--- config.mk ---
export PLATFORM = sky130hd
export DESIGN_NAME = dcache_req_arbiter
export DESIGN_NICKNAME = d
export VERILOG_FILES = /design/src/rtl/dcache_arb_pkg.sv /design/src/rtl/rr_arb_onehot.sv /design/src/rtl/dcache_req_arbiter.sv
export SDC_FILE = /design/constraint.sdc
export NUM_CORES = 1
export LEC_CHECK = 0
export CAP_MARGIN = 0
export CORE_AREA = 2 2 276 278
export DETAILED_ROUTE_END_ITERATION = 16
export DIE_AREA = 0 0 278 280
export HOLD_SLACK_MARGIN = 0.03
export SLEW_MARGIN = 20
export SYNTH_ARGS = -nofsm -noshare
export SYNTH_HDL_FRONTEND = slang
export SYNTH_SLANG_ARGS = --single-unit
--- constraint.sdc ---
create_clock -name clk_i -period 4 [get_ports clk_i]
set_clock_uncertainty 0.15 [all_clocks]
set_input_delay 1.2 -clock clk_i [delete_from_list [all_inputs] [get_ports clk_i]]
set_output_delay 1.2 -clock clk_i [all_outputs]
set_load 0.05 [all_outputs]
--- src/rtl/dcache_arb_pkg.sv ---
// ============================================================================
// dcache_arb_pkg : shared constants and types for the data-cache arbiter
// Revision 1.0
// ============================================================================
`default_nettype none

package dcache_arb_pkg;

    localparam int unsigned PortPtw   = 0;
    localparam int unsigned PortLoad  = 1;
    localparam int unsigned PortStore = 2;

    localparam int unsigned DefAddrWidth = 64;
    localparam int unsigned DefDataWidth = 64;
    localparam int unsigned DefTagWidth  = 4;

    // Request payload at the default widths; modules with other widths
    // declare the same layout locally from their own parameters.
    typedef struct packed {
        logic [DefAddrWidth-1:0]   addr;
        logic                      we;
        logic [DefDataWidth-1:0]   wdata;
        logic [DefDataWidth/8-1:0] be;
        logic [DefTagWidth-1:0]    tid;
    } dcache_req_t;

    function automatic int unsigned wrap_inc(input int unsigned idx, input int unsigned n);
        return (idx + 1 >= n) ? 0 : idx + 1;
    endfunction

endpackage

`default_nettype wire

--- src/rtl/rr_arb_onehot.sv ---
// ============================================================================
// rr_arb_onehot : combinational round-robin pick, first eligible from ptr_i up
// Revision 1.0
// ============================================================================
`default_nettype none

module rr_arb_onehot #(
    parameter int unsigned N        = 3,
    parameter int unsigned IdxWidth = $clog2(N)
) (
    input  logic [N-1:0]        eligible_i,
    input  logic [IdxWidth-1:0] ptr_i,
    output logic [N-1:0]        gnt_o,
    output logic [IdxWidth-1:0] idx_o,
    output logic                any_o
);

    logic [IdxWidth-1:0] cand;
    logic                found;

    function automatic int unsigned rot(input logic [IdxWidth-1:0] p, input int unsigned k);
        return (32'(p) + k) % N;
    endfunction

    always_comb begin
        gnt_o = '0;
        idx_o = '0;
        cand  = '0;
        found = 1'b0;
        for (int unsigned k = 0; k < N; k++) begin
            cand = IdxWidth'(rot(ptr_i, k));
            if (!found && eligible_i[cand]) begin
                found        = 1'b1;
                gnt_o[cand]  = 1'b1;
                idx_o        = cand;
            end
        end
        any_o = found;
    end

endmodule

`default_nettype wire

--- src/rtl/dcache_req_arbiter.sv ---
// ============================================================================
// dcache_req_arbiter : round-robin share of the D$ request port, tagged
// responses demuxed back to requesters, bounded in-flight store count.
// Revision 1.0
// ============================================================================
`default_nettype none

module dcache_req_arbiter
    import dcache_arb_pkg::*;
#(
    parameter  int unsigned NrPorts              = 3,
    parameter  int unsigned StorePort            = PortStore,
    parameter  int unsigned AddrWidth            = 64,
    parameter  int unsigned DataWidth            = 64,
    parameter  int unsigned TidWidth             = 2,
    parameter  int unsigned MaxOutstandingStores = 7,
    parameter  int unsigned PortIdxWidth         = $clog2(NrPorts),
    localparam int unsigned CntWidth             = $clog2(MaxOutstandingStores + 1),
    localparam int unsigned TagWidth             = PortIdxWidth + TidWidth,
    localparam int unsigned BeWidth              = DataWidth / 8
) (
    input  logic                           clk_i,
    input  logic                           rst_i,
    input  logic [NrPorts-1:0]             req_valid_i,
    output logic [NrPorts-1:0]             req_ready_o,
    input  logic [NrPorts*AddrWidth-1:0]   req_addr_i,
    input  logic [NrPorts-1:0]             req_we_i,
    input  logic [NrPorts*DataWidth-1:0]   req_wdata_i,
    input  logic [NrPorts*BeWidth-1:0]     req_be_i,
    input  logic [NrPorts*TidWidth-1:0]    req_tid_i,
    output logic                           cache_req_valid_o,
    input  logic                           cache_req_ready_i,
    output logic [AddrWidth-1:0]           cache_req_addr_o,
    output logic                           cache_req_we_o,
    output logic [DataWidth-1:0]           cache_req_wdata_o,
    output logic [BeWidth-1:0]             cache_req_be_o,
    output logic [TagWidth-1:0]            cache_req_tid_o,
    input  logic                           cache_rsp_valid_i,
    input  logic [TagWidth-1:0]            cache_rsp_tid_i,
    input  logic [DataWidth-1:0]           cache_rsp_data_i,
    input  logic                           cache_wack_i,
    output logic [NrPorts-1:0]             rsp_valid_o,
    output logic [TidWidth-1:0]            rsp_tid_o,
    output logic [DataWidth-1:0]           rsp_data_o,
    output logic [CntWidth-1:0]            outstanding_stores_o,
    output logic                           idle_o
);

    typedef struct packed {
        logic [AddrWidth-1:0] addr;
        logic                 we;
        logic [DataWidth-1:0] wdata;
        logic [BeWidth-1:0]   be;
        logic [TagWidth-1:0]  tid;
    } req_t;

    req_t                    stage_q, stage_d, winner_req;
    logic                    stage_valid_q, stage_valid_d;
    logic [PortIdxWidth-1:0] rr_q, rr_d;
    logic [CntWidth-1:0]     cnt_q, cnt_d;

    logic [NrPorts-1:0]      eligible;
    logic [NrPorts-1:0]      arb_gnt;
    logic [PortIdxWidth-1:0] arb_idx;
    logic                    arb_any;
    logic                    stage_is_store;
    logic                    store_full;
    logic                    stage_free;
    logic                    grant_en;
    logic                    accept;
    logic                    store_acc;
    logic [PortIdxWidth-1:0] rsp_port;

    assign stage_is_store = stage_valid_q &&
                            (stage_q.tid[TagWidth-1 -: PortIdxWidth] == PortIdxWidth'(StorePort));
    // A store waiting in the stage already claims one of the outstanding slots.
    assign store_full = (32'(cnt_q) + 32'(stage_is_store)) >= MaxOutstandingStores;
    assign stage_free = !stage_valid_q || cache_req_ready_i;
    assign grant_en   = stage_free && !rst_i;

    always_comb begin
        eligible = req_valid_i;
        if (store_full) begin
            eligible[StorePort] = 1'b0;
        end
    end

    rr_arb_onehot #(
        .N        (NrPorts),
        .IdxWidth (PortIdxWidth)
    ) u_rr_arb (
        .eligible_i (eligible),
        .ptr_i      (rr_q),
        .gnt_o      (arb_gnt),
        .idx_o      (arb_idx),
        .any_o      (arb_any)
    );

    assign req_ready_o = grant_en ? arb_gnt : '0;
    assign accept      = grant_en && arb_any;

    always_comb begin
        winner_req.addr  = req_addr_i[arb_idx*AddrWidth +: AddrWidth];
        winner_req.we    = req_we_i[arb_idx];
        winner_req.wdata = req_wdata_i[arb_idx*DataWidth +: DataWidth];
        winner_req.be    = req_be_i[arb_idx*BeWidth +: BeWidth];
        winner_req.tid   = {arb_idx, req_tid_i[arb_idx*TidWidth +: TidWidth]};
    end

    always_comb begin
        stage_d       = stage_q;
        stage_valid_d = stage_valid_q;
        rr_d          = rr_q;
        if (accept) begin
            stage_d       = winner_req;
            stage_valid_d = 1'b1;
            rr_d          = PortIdxWidth'(wrap_inc(32'(arb_idx), NrPorts));
        end else if (cache_req_ready_i) begin
            stage_valid_d = 1'b0;
        end
    end

    // Stores count on the cache handshake, not on the requester handshake.
    assign store_acc = stage_is_store && cache_req_ready_i;

    always_comb begin
        cnt_d = cnt_q;
        if (store_acc && !cache_wack_i) begin
            cnt_d = cnt_q + CntWidth'(1);
        end else if (!store_acc && cache_wack_i && (cnt_q != '0)) begin
            cnt_d = cnt_q - CntWidth'(1);
        end
    end

    always_ff @(posedge clk_i) begin
        if (rst_i) begin
            stage_q       <= '0;
            stage_valid_q <= 1'b0;
            rr_q          <= '0;
            cnt_q         <= '0;
        end else begin
            stage_q       <= stage_d;
            stage_valid_q <= stage_valid_d;
            rr_q          <= rr_d;
            cnt_q         <= cnt_d;
        end
    end

    assign cache_req_valid_o    = stage_valid_q;
    assign cache_req_addr_o     = stage_q.addr;
    assign cache_req_we_o       = stage_q.we;
    assign cache_req_wdata_o    = stage_q.wdata;
    assign cache_req_be_o       = stage_q.be;
    assign cache_req_tid_o      = stage_q.tid;
    assign outstanding_stores_o = cnt_q;
    assign idle_o               = !stage_valid_q && (cnt_q == '0);

    assign rsp_port   = cache_rsp_tid_i[TagWidth-1 -: PortIdxWidth];
    assign rsp_tid_o  = cache_rsp_tid_i[TidWidth-1:0];
    assign rsp_data_o = cache_rsp_data_i;

    generate
        for (genvar p = 0; p < NrPorts; p++) begin : g_rsp
            assign rsp_valid_o[p] = cache_rsp_valid_i && (rsp_port == PortIdxWidth'(p));
        end
    endgenerate

`ifndef SYNTHESIS
    a_wack_underflow: assert property (@(posedge clk_i) disable iff (rst_i)
        cache_wack_i |-> (cnt_q != '0));
    a_rsp_port_range: assert property (@(posedge clk_i) disable iff (rst_i)
        cache_rsp_valid_i |-> (32'(rsp_port) < NrPorts));
    a_ready_onehot: assert property (@(posedge clk_i) $onehot0(req_ready_o));
    a_cnt_bound: assert property (@(posedge clk_i) 32'(cnt_q) <= MaxOutstandingStores);
`endif

endmodule

`default_nettype wire

==> results.toml, run 1 <==
[setup_path]
critical_path.endpoint_type = "output port"
timing_worst_setup_path_type = "flip-flop to output port"
timing.critical_path.slowest_stage_cell = "mux2_4"
crit_required_ns = 2.65
kind_of_start_point_of_the_critical_path = "flip-flop"
crit_path_max_incr_delay_ns = 0.36
path_max_fanout = 2
critPathMostFrequentCell = "ha_4"
cp_cell_sequence = "nand2_2, nor2_4, ha_4, ha_4, nand2_4, o211ai_1, mux2_4, a2111oi_4, o22ai_1, buf_4"
critical_path_arrival_ns = 2.71

[clock_network]
cts-buffers-inserted = 17
clockBufferDepth = 2
clkSinkCount = 147
cts_tree = "done"
cts.reportedPaths.clkPinSlew_ns = 0.07
clk_latency_ns = 0.47
clockRootBuffer = "clkbuf_16"
htree_num_levels = 4
cts_hold_buf = 0

[synthesis]
number_of_synthesized_flops_with_an_enable_pin = 0
register_bit_total_from_synthesis = 147
synth_area_um2 = 8203
synth_top_family_by_area = "compound AO/OA/AOI/OAI gates"
synthTopCellsByArea = "dfxtp_1 (36%), mux2i_1 (14%), a32oi_1 (13%), o21ai_1 (8.5%), buf_4 (7.4%)"
postSynthCellCount = 894
synth-seq-area-share = 0.3588
post_synth_fa_ha_maj_area_fraction = 0.01159
cell_type_with_the_largest_total_area_after_synthesis = "dfxtp_1"
synth_async_sr_flop_share = 0
ys_warn_count = 0
synth.lib_cells_used.distinct = 58
synth_top_flop_cell = "dfxtp_1"
postSynthNetCount = 1394
yosys.area.top_type_share = 0.3588
post_synth_xor_area_fraction = 0.001983
post_synth_mux_area_share = 0.1454
fraction_of_the_mapped_netlist_area_in_simple_logic_gates = 0.07383
yosys.cell_count.top_type = "dfxtp_1"
share_of_the_synthesized_area_in_compound_gates_ao_oa_aoi_oai = 0.2877
postSynthAreaPerCell_um2 = 9.175
synth.top_cells.by_count = "dfxtp_1 (147), o21ai_1 (139), a32oi_1 (119)"

[run]
max_cap_viols = 0

[hold_path]
type_of_the_worst_min_delay_path = "flip-flop to flip-flop"

[place]
place_ws_ns = -0.3943
place_hpwl_mm = 31.58
gp_congestion = 0.7990
io_buffers = 578

[die]
die_footprint_um2 = 77840
num_rows = 101
core_region_area_um2 = 75190
die_height_um = 280
die_w_um = 278
floorplan.io_pins = 711
initial_core_util = 0.1091

[sta]
fmax_mhz = 246.2
timing.max_slew.rel_slack = 0.4160
tns_ns = -0.06244
timing.final.max_slew_violations = 0
setup_viol = 1
hold_ws_ns = 0.3070
period_needed_ns = 4.062
finalHoldViolations = 0
worst-slew-pin-transition_ns = 0.8760
min_period_over_period = 1.016
rsz0062_at_grt = "true"
final_worst_setup_slack_ns = -0.06244

[finish]
ff_latch_area_um2 = 2945
drive_gt1_frac = 0.08696
areaGrowthSynthToFinish_pct = 88.79
post-route-util = 0.2060
filler_cell_count = 8312
multi_input_comb_area_um2 = 4372
layout.nets = 1890

[power]
ir_drop_mv = 0.4078
static-leakage-power_nw = 5.265
cellPowerDensity_nw_per_um2 = 694.7

[run_status]
violations_in_the_final_reports = "setup timing"
run_status = "finished, violations left"

[global_routing]
antenna_violations_before_repair = 4
grt_use_total = 0.1034
grt_overflow_total = 0
first_pass_grt_wire_length_mm = 60.36
vias_in_the_first_global_route = 9465
grt_start_max_net_pins = 142

[routing]
drt.antenna.violating_nets = 0
first_iter_violations = 293
detail_route.vias_per_cell = 3.892
drtPass1Iterations = 5
dr_total_vias = 9275
aggregate_routed_wire_length_mm = 41.49
remaining_routing_drc_violations = 0
wl_per_cell_um = 17.41
-- report_power, final --
| part | switching, W | internal [W] |
|---|---|---|
| Combinational | 0.00417 | 0.00234 |
| Clock | 0.000838 | 0.000843 |
| Sequential | 0.000414 | 0.00216 |
-- stage by stage --
stage               instances  area [um^2]  total power [W]
floorplan                 894         8203         0.006686
global placement         2346        14790         0.009089
detailed placement       2346        14790         0.009098
CTS                      2380        15420          0.01090
global route             2382        15480          0.01131
finish                   2383        15490          0.01076
-- registers in the layout, summed over array words and instances, names as in the netlist --
| name | count |
|---|---|
| cache_req_addr_o | 64 |
| cache_req_wdata_o | 64 |
| cache_req_be_o | 8 |
| cache_req_tid_o | 4 |
| outstanding_stores_o | 3 |
| rr_q | 2 |
| cache_req_valid_o | 1 |
| cache_req_we_o | 1 |
-- repair_timing --
| action | 4_1_cts | 5_1_grt |
|---|---|---|
| gates cloned | 0 | 0 |
| pin swaps | 5 | 10 |
| setup endpoints to repair | 3 | 3 |
| setup buffers | 2 | 1 |
| gates resized for setup | 14 | 10 |
-- routing by layer --
metal / vias to the layer above / GRT usage / share of wire
met5: - / 0 / 0.00058
met4: 6 / 0.05336 / 0.037
met3: 74 / 0.04263 / 0.093
li1: 4386 / - / -
met2: 479 / 0.1676 / 0.47
met1: 4330 / 0.1164 / 0.40
-- final timing paths --
check                                    startpoint                                  to  slack [ns]  depth (start not counted)
setup reg to reg               rr_q[0]$_SDFFE_PP0P_  cache_req_wdata_o[12]$_SDFFE_PP0P_        0.91                          8
hold / removal    cache_req_wdata_o[6]$_SDFFE_PP0P_   cache_req_wdata_o[6]$_SDFFE_PP0P_        0.31                          2
setup / recovery     cache_req_valid_o$_SDFFE_PP0P_                      req_ready_o[0]       -0.06                         10
hold reg to reg   cache_req_wdata_o[6]$_SDFFE_PP0P_   cache_req_wdata_o[6]$_SDFFE_PP0P_        0.31                          2
-- kinds of logic after synthesis --
logic type | Yosys count
fa+ha+maj | 7
buf+inv | 160
compound gates | 335
xor+xnor | 1
flops | 147
mux | 119
simple gates | 125
-- cell usage in the layout, fill, tap and decap left out, types with 7 or more instances in the layout --
cell and instances:
a221oi_1 21, a32oi_1 119, buf_12 14, buf_4 47, clkbuf_16 17, clkdlybuf4s50_1 568, dfxtp_1 145, inv_6 7
mux2i_1 118, nand2_1 31, nand3_1 27, nor2_1 36, o21ai_0 25, o21ai_1 139
-- cell type report --
| cell class | count | area share |
|---|---|---|
| timing repair buffer | 632 | 0.4097 |
| antenna | 2 | 0.0003232 |
| clock buffer | 18 | 0.02836 |
| inverter | 5 | 0.001535 |
| sequential | 147 | 0.1902 |
| clock inverter | 14 | 0.008564 |
| tap | 978 | 0.07902 |
| multi-input combinational | 587 | 0.2823 |
-- worst max-delay path: cells and delay by family (launching register included) --
family,cells,cell delay [ns]
compound gates,3,0.76
fa+ha+maj,2,0.42
buf+inv,1,0.20
flops,1,0.33
mux,1,0.36
simple gates,3,0.17
No activity file was read; power rests on OpenSTA's default activity.
==> run 2, diff against run 1 <==
--- a/config.mk
+++ b/config.mk
@@ -6,11 +6,12 @@
 export NUM_CORES = 1
 export LEC_CHECK = 0
 export CAP_MARGIN = 0
-export CORE_AREA = 2 2 276 278
+export CORE_AREA = 2 2 278 280
 export DETAILED_ROUTE_END_ITERATION = 16
-export DIE_AREA = 0 0 278 280
+export DIE_AREA = 0 0 280 282
 export HOLD_SLACK_MARGIN = 0.03
 export SLEW_MARGIN = 20
 export SYNTH_ARGS = -nofsm -noshare
 export SYNTH_HDL_FRONTEND = slang
+export SYNTH_HIERARCHICAL = 1
 export SYNTH_SLANG_ARGS = --single-unit
==> results.toml, run 2 <==
[run_status]
run_status = "finished, violations left"
violations_in_the_final_reports = "setup timing"

[setup_path]
timing_worst_setup_path_type = "flip-flop to output port"
worst_r2r_path_depth = 19
reg2reg_to = "cache_req_addr_o[46]$_SDFFE_PP0P_"
critical_path.endpoint_type = "output port"
path_max_fanout = 6
reg2reg_slack_ns = 0.42
critical_path_arrival_ns = 2.71
crit_required_ns = 2.65
reg2reg_from = "cache_req_valid_o$_SDFFE_PP0P_"
kind_of_start_point_of_the_critical_path = "flip-flop"

[place]
place_hpwl_mm = 31.09
placed_area_um2 = 15610
io_buffers = 578
gp_congestion = 0.7892

[sta]
setup_viol = 2
fmax_mhz = 246.5
period_needed_ns = 4.057
rsz0062_at_grt = "true"
worst-slew-pin-transition_ns = 0.8703
timing.final.max_slew_violations = 0
final_worst_setup_slack_ns = -0.05722
timing.max_slew.rel_slack = 0.4180
finalHoldViolations = 0
min_period_over_period = 1.014

[synthesis]
cell_type_with_the_largest_total_area_after_synthesis = "dfxtp_1"
synth_async_sr_flop_share = 0
postSynthCellCount = 1110
synth_top_flop_cell = "dfxtp_1"
synth-seq-area-share = 0.3423
yosys.area.top_type_share = 0.3423
synth_area_um2 = 8597
synth.top_cells.by_count = "nor2_1 (169), dfxtp_1 (147), mux2i_1 (139)"
number_of_synthesized_flops_with_an_enable_pin = 0
register_bit_total_from_synthesis = 147
ys_warn_count = 6
postSynthNetCount = 1610
synthTopCellsByArea = "dfxtp_1 (34%), mux2i_1 (16%), nor2_1 (7.4%), a21oi_1 (7.3%), nand3_1 (7.0%)"
postSynthAreaPerCell_um2 = 7.745
yosys.cell_count.top_type = "nor2_1"
synth.lib_cells_used.distinct = 48

[power]
ir_drop_mv = 0.2564
cellPowerDensity_nw_per_um2 = 516.1
static-leakage-power_nw = 6.133

[hold_path]
min-delay-start = "cache_req_wdata_o[18]$_SDFFE_PP0P_"
hold_end = "cache_req_wdata_o[18]$_SDFFE_PP0P_"
type_of_the_worst_min_delay_path = "flip-flop to flip-flop"
worst_hold_path.num_cells = 2

[clock_network]
cts.reportedPaths.clkPinSlew_ns = 0.07
cts_tree = "done"
clk_latency_ns = 0.47
cts-buffers-inserted = 17
htree_num_levels = 4
clockRootBuffer = "clkbuf_16"
clockBufferDepth = 2
cts_hold_buf = 0
clkSinkCount = 147

[die]
die_footprint_um2 = 78960
die_height_um = 282
floorplan.io_pins = 711
die_w_um = 280
core_region_area_um2 = 75700
initial_core_util = 0.1136
num_rows = 101

[routing]
wl_per_cell_um = 14.69
drtPass1Iterations = 6
detail_route.vias_per_cell = 3.674
first_iter_violations = 301
dr_total_vias = 9654
aggregate_routed_wire_length_mm = 38.61
drt.antenna.violating_nets = 0
remaining_routing_drc_violations = 0

[finish]
layout.cells.most_common_list = "clkdlybuf4s50_1 (570), nor2_1 (168), dfxtp_1 (143), mux2i_1 (139), a21oi_1 (123)"
post-route-util = 0.2161
num_antenna_cells = 0
areaGrowthSynthToFinish_pct = 90.23
layout.cell_area.non_filler_um2 = 16350
layout.nets = 2137
drive_gt1_frac = 0.09758
ff_latch_area_um2 = 2950
filler_cell_count = 8432
multi_input_comb_area_um2 = 4791
final_common_cell = "clkdlybuf4s50_1"

[global_routing]
vias_in_the_first_global_route = 9588
grt_most_used_layer = "met2"
groute.layer.met1.usage = 0.1015
first_pass_grt_wire_length_mm = 56.21
grt_use_total = 0.09533
grt_overflow_total = 0
antenna_violations_before_repair = 0
gr-usage-met2 = 0.1628
grt_util_met3 = 0.04069
grt_start_max_net_pins = 69

[run]
max_cap_viols = 0
[run 2: cell types whose count changed after synthesis, moves of 10 or more]
cell and delta:
nor2_1 +131, o21ai_1 -126, a21oi_1 +122, a32oi_1 -119, nand3_1 +93, o21ai_0 +84, nor3_1 +26, a211oi_1 +23
a221oi_1 -22, mux2i_1 +21, buf_2 +18, nand2_1 -12, buf_1 +10
[run 2: power breakdown]
| group | leakage [nW] | switching, W | internal (W) |
|---|---|---|---|
| logic | 4.64 | 0.00276 | 0.00193 |
| registers | 1.22 | 0.000222 | 0.00184 |
| clock network | 0.270 | 0.000754 | 0.000943 |
[run 2: cells by family after synthesis]
logic type,synth area share
AND/OR/NAND/NOR,0.1854
adder cells (fa/ha/maj),0.01106
buffers and inverters,0.1160
flip-flops,0.3423
AO/OA/AOI/OAI,0.1818
multiplexers,0.1634
[run 2: worst max-delay path by stage]
stage	startpoint	end	slack (ns)	depth (start not counted)
after floorplan	cache_req_tid_o[2]$_SDFFE_PP0P_	req_ready_o[0]	0.02	11
after global placement	req_valid_i[2]	req_ready_o[0]	-0.48	10
after detailed placement	req_valid_i[2]	req_ready_o[0]	-0.44	10
after CTS	cache_req_valid_o$_SDFFE_PP0P_	req_ready_o[0]	-0.15	14
after global routing	cache_req_valid_o$_SDFFE_PP0P_	req_ready_o[0]	-0.26	14
final	cache_req_valid_o$_SDFFE_PP0P_	req_ready_o[0]	-0.06	14
[run 2: routing by layer]
metal,vias up,share of wire
met2,401,0.49
met3,70,0.092
met5,-,0
met1,4296,0.39
met4,0,0.034
li1,4887,-
[run 2: final cells by class]
type / instances / share of cell area
tap: 978 / 0.07482
inverter: 8 / 0.001989
clock buffer: 19 / 0.02708
sequential: 147 / 0.1804
clock inverter: 13 / 0.009104
multi-input combinational: 792 / 0.2929
timing repair buffer: 671 / 0.4137
[run 2: metrics by stage]
step / hold WS, ns / total power, W / TNS, ns / instances / setup WS, ns
4_1_cts: 0.3107 / 0.008615 / -0.2401 / 2627 / -0.1516
2_1_floorplan: 0.3148 / 0.005023 / 0 / 1110 / 0.01993
3_3_place_gp: 0.2956 / 0.006782 / -11.21 / 2590 / -0.4842
3_5_place_dp: 0.3023 / 0.006803 / -12.16 / 2590 / -0.4450
6_report: 0.3079 / 0.008440 / -0.09149 / 2628 / -0.05722
5_1_grt: 0.3310 / 0.008984 / -0.6246 / 2628 / -0.2612
[run 2: what timing repair did]
action / CTS / global route
cloned: 0 / 0
setup buffers: 5 / 1
gates resized for setup: 17 / 12
hold endpoints to repair: 0 / 0
endpoints found under the setup margin: 3 / 3
pin swaps: 15 / 14
[run 2: critical path, cell delays in order (launching register included)]
cell and delay, ns:
dfxtp_4 0.36, nand2_2 0.07, nor2_2 0.03, ha_2 0.18
ha_4 0.27, nand3_2 0.06, o21ai_2 0.14, a21oi_2 0.06
buf_6 0.16, nor4bb_4 0.24, a21o_1 0.13, a21oi_2 0.05
o2bb2ai_1 0.16, and3_4 0.21, buf_12 0.13
==> run 3, diff against run 2 <==
==> constraint.sdc (replaced) <==
create_clock -name clk_i -period 4.3 [get_ports clk_i]
set_clock_uncertainty 0.15 [all_clocks]
set_input_delay 1.29 -clock clk_i [delete_from_list [all_inputs] [get_ports clk_i]]
set_output_delay 1.29 -clock clk_i [all_outputs]
set_load 0.05 [all_outputs]
==> results.toml, run 3 (same netlist as run 2, synthesis figures left out) <==
[run_status]
run_status = "finished, final reports clean"

[clock_network]
clockBufferDepth = 2
clockRootBuffer = "clkbuf_16"
cts-buffers-inserted = 17
htree_num_levels = 4
cts_tree = "done"
cts.reportedPaths.clkPinSlew_ns = 0.06
clkSinkCount = 147
cts_hold_buf = 0
clk_latency_ns = 0.46

[die]
die_height_um = 282
num_rows = 101
core_region_area_um2 = 75700
die_w_um = 280
floorplan.io_pins = 711
initial_core_util = 0.1136
die_footprint_um2 = 78960

[setup_path]
crit_path_max_incr_delay_ns = 0.26
cp_cell_sequence = "dlygate4sd2_1, o21ai_2, a21oi_4, buf_6, nor4bb_4, a21o_1, a21oi_2, o2bb2ai_2, and3_4, buf_12"
path_max_fanout = 5
path_buf_inv = 3
critical_path_arrival_ns = 2.77
kind_of_start_point_of_the_critical_path = "input pin"
critical_path.endpoint_type = "output port"
crit_required_ns = 2.86
timing.critical_path.slowest_stage_cell = "nor4bb_4"
worst_path_dominant_cell_family = "buffers and inverters"
timing_worst_setup_path_type = "input pin to output port"

[global_routing]
grt_overflow_total = 0
vias_in_the_first_global_route = 9357
grt_start_max_net_pins = 138
grt_use_total = 0.09781
first_pass_grt_wire_length_mm = 57.18
antenna_violations_before_repair = 1

[run]
max_cap_viols = 0

[place]
gp_congestion = 0.8197
placed_cells = 2566
placed_area_um2 = 15320
place_hpwl_mm = 32.20
io_buffers = 578

[routing]
route.met3.wl_mm = 3.577
met1Wirelength_mm = 16.36
first_iter_violations = 338
wl_per_cell_um = 15.50
drtPass1Iterations = 4
dr_total_vias = 9604
drt.antenna.violating_nets = 0
top_layer = "met5"
aggregate_routed_wire_length_mm = 40.27
detail_route.vias_per_cell = 3.695
route.met2.wl_mm = 18.42
remaining_routing_drc_violations = 0

[finish]
final_common_cell = "clkdlybuf4s50_1"
areaGrowthSynthToFinish_pct = 86.13
layout.nets = 2109
layout.cell_area.non_filler_um2 = 16000
layout.cells.most_common_list = "clkdlybuf4s50_1 (568), nor2_1 (169), dfxtp_1 (144), mux2i_1 (139), a21oi_1 (123)"
ff_latch_area_um2 = 2947
post-route-util = 0.2114
filler_cell_count = 8422
num_antenna_cells = 0
multi_input_comb_area_um2 = 4775
layoutNonFillerInstCount = 2599
drive_gt1_frac = 0.07896

[sta]
finalHoldViolations = 0
worst-slew-pin-transition_ns = 0.8746
period_needed_ns = 4.214
fmax_mhz = 237.3
rsz0062_at_grt = "true"
setup_viol = 0
tns_ns = 0
timing.final.max_slew_violations = 0
min_period_over_period = 0.9800
timing.max_slew.rel_slack = 0.4151

[power]
net-switching-power_w = 0.003464
power.share.combinational = 0.556
cellPowerDensity_nw_per_um2 = 484.1
ir_drop_mv = 0.2292
share_clk_of_total_power = 0.199
static-leakage-power_nw = 5.966
power.switching_fraction = 0.4472
cellInternalPower_w = 0.004282
seq_power_share = 0.245

[hold_path]
type_of_the_worst_min_delay_path = "flip-flop to flip-flop"
run 3: path summary, 6_finish.rpt:
path,start,endpoint,slack [ns],cells after the start
min,cache_req_wdata_o[46]$_SDFFE_PP0P_,cache_req_wdata_o[46]$_SDFFE_PP0P_,0.31,2
min reg2reg,cache_req_wdata_o[46]$_SDFFE_PP0P_,cache_req_wdata_o[46]$_SDFFE_PP0P_,0.31,2
max reg2reg,cache_req_valid_o$_SDFFE_PP0P_,cache_req_addr_o[58]$_SDFFE_PP0P_,0.80,18
max,req_valid_i[2],req_ready_o[0],0.09,10
run 3: per-layer routing:
layer	vias to the layer above	GRT usage
met3	84	0.03977
li1	4824	-
met4	2	0.05759
met1	4270	0.1102
met5	-	0
met2	424	0.1554
run 3: power groups by stage:
stage	clock network [W]	logic [W]	registers, W
6_report	0.00154	0.00431	0.00190
5_1_grt	0.00168	0.00461	0.00194
4_1_cts	0.00164	0.00436	0.00190
3_5_place_dp	0	0.00434	0.00193
3_3_place_gp	0	0.00434	0.00191
2_1_floorplan	0	0.00160	0.00307
run 3: worst reg2reg max path: stages, from the launching register on:
cell and delay (ns):
dfxtp_2 0.34, nand2_1 0.06, nor2_1 0.04, ha_2 0.19, ha_4 0.28, nand3_2 0.06
o21ai_2 0.18, a21oi_4 0.07, buf_6 0.16, nor3_1 0.20, o21ai_1 0.12, buf_4 0.16
a21oi_4 0.23, buf_12 0.27, buf_4 0.31, mux2i_1 0.24, nor2_1 0.09, a21oi_1 0.12
o21ai_0 0.08
run 3: metrics by stage:
stage	worst slack, ns	hold slack, ns	power [W]
floorplan	0.06645	0.3148	0.004670
global placement	-0.3134	0.2967	0.006255
detailed placement	-0.2950	0.3021	0.006270
CTS	-0.008643	0.3108	0.007903
global route	-0.09729	0.3247	0.008235
finish	0.08619	0.3064	0.007746
run 3: layout make-up:
cell class,count,area share
Clock buffer,18,0.02745
Timing Repair Buffer,643,0.4032
Inverter,8,0.002033
Clock inverter,13,0.008367
Multi-Input combinational cell,792,0.2984
Sequential cell,147,0.1841
Tap cell,978,0.07647
run 3: timing repair:
item                       CTS  global route
resized for setup           10            14
setup endpoints to repair    3             3
pin swaps                    7            12
buffers inserted             2             1
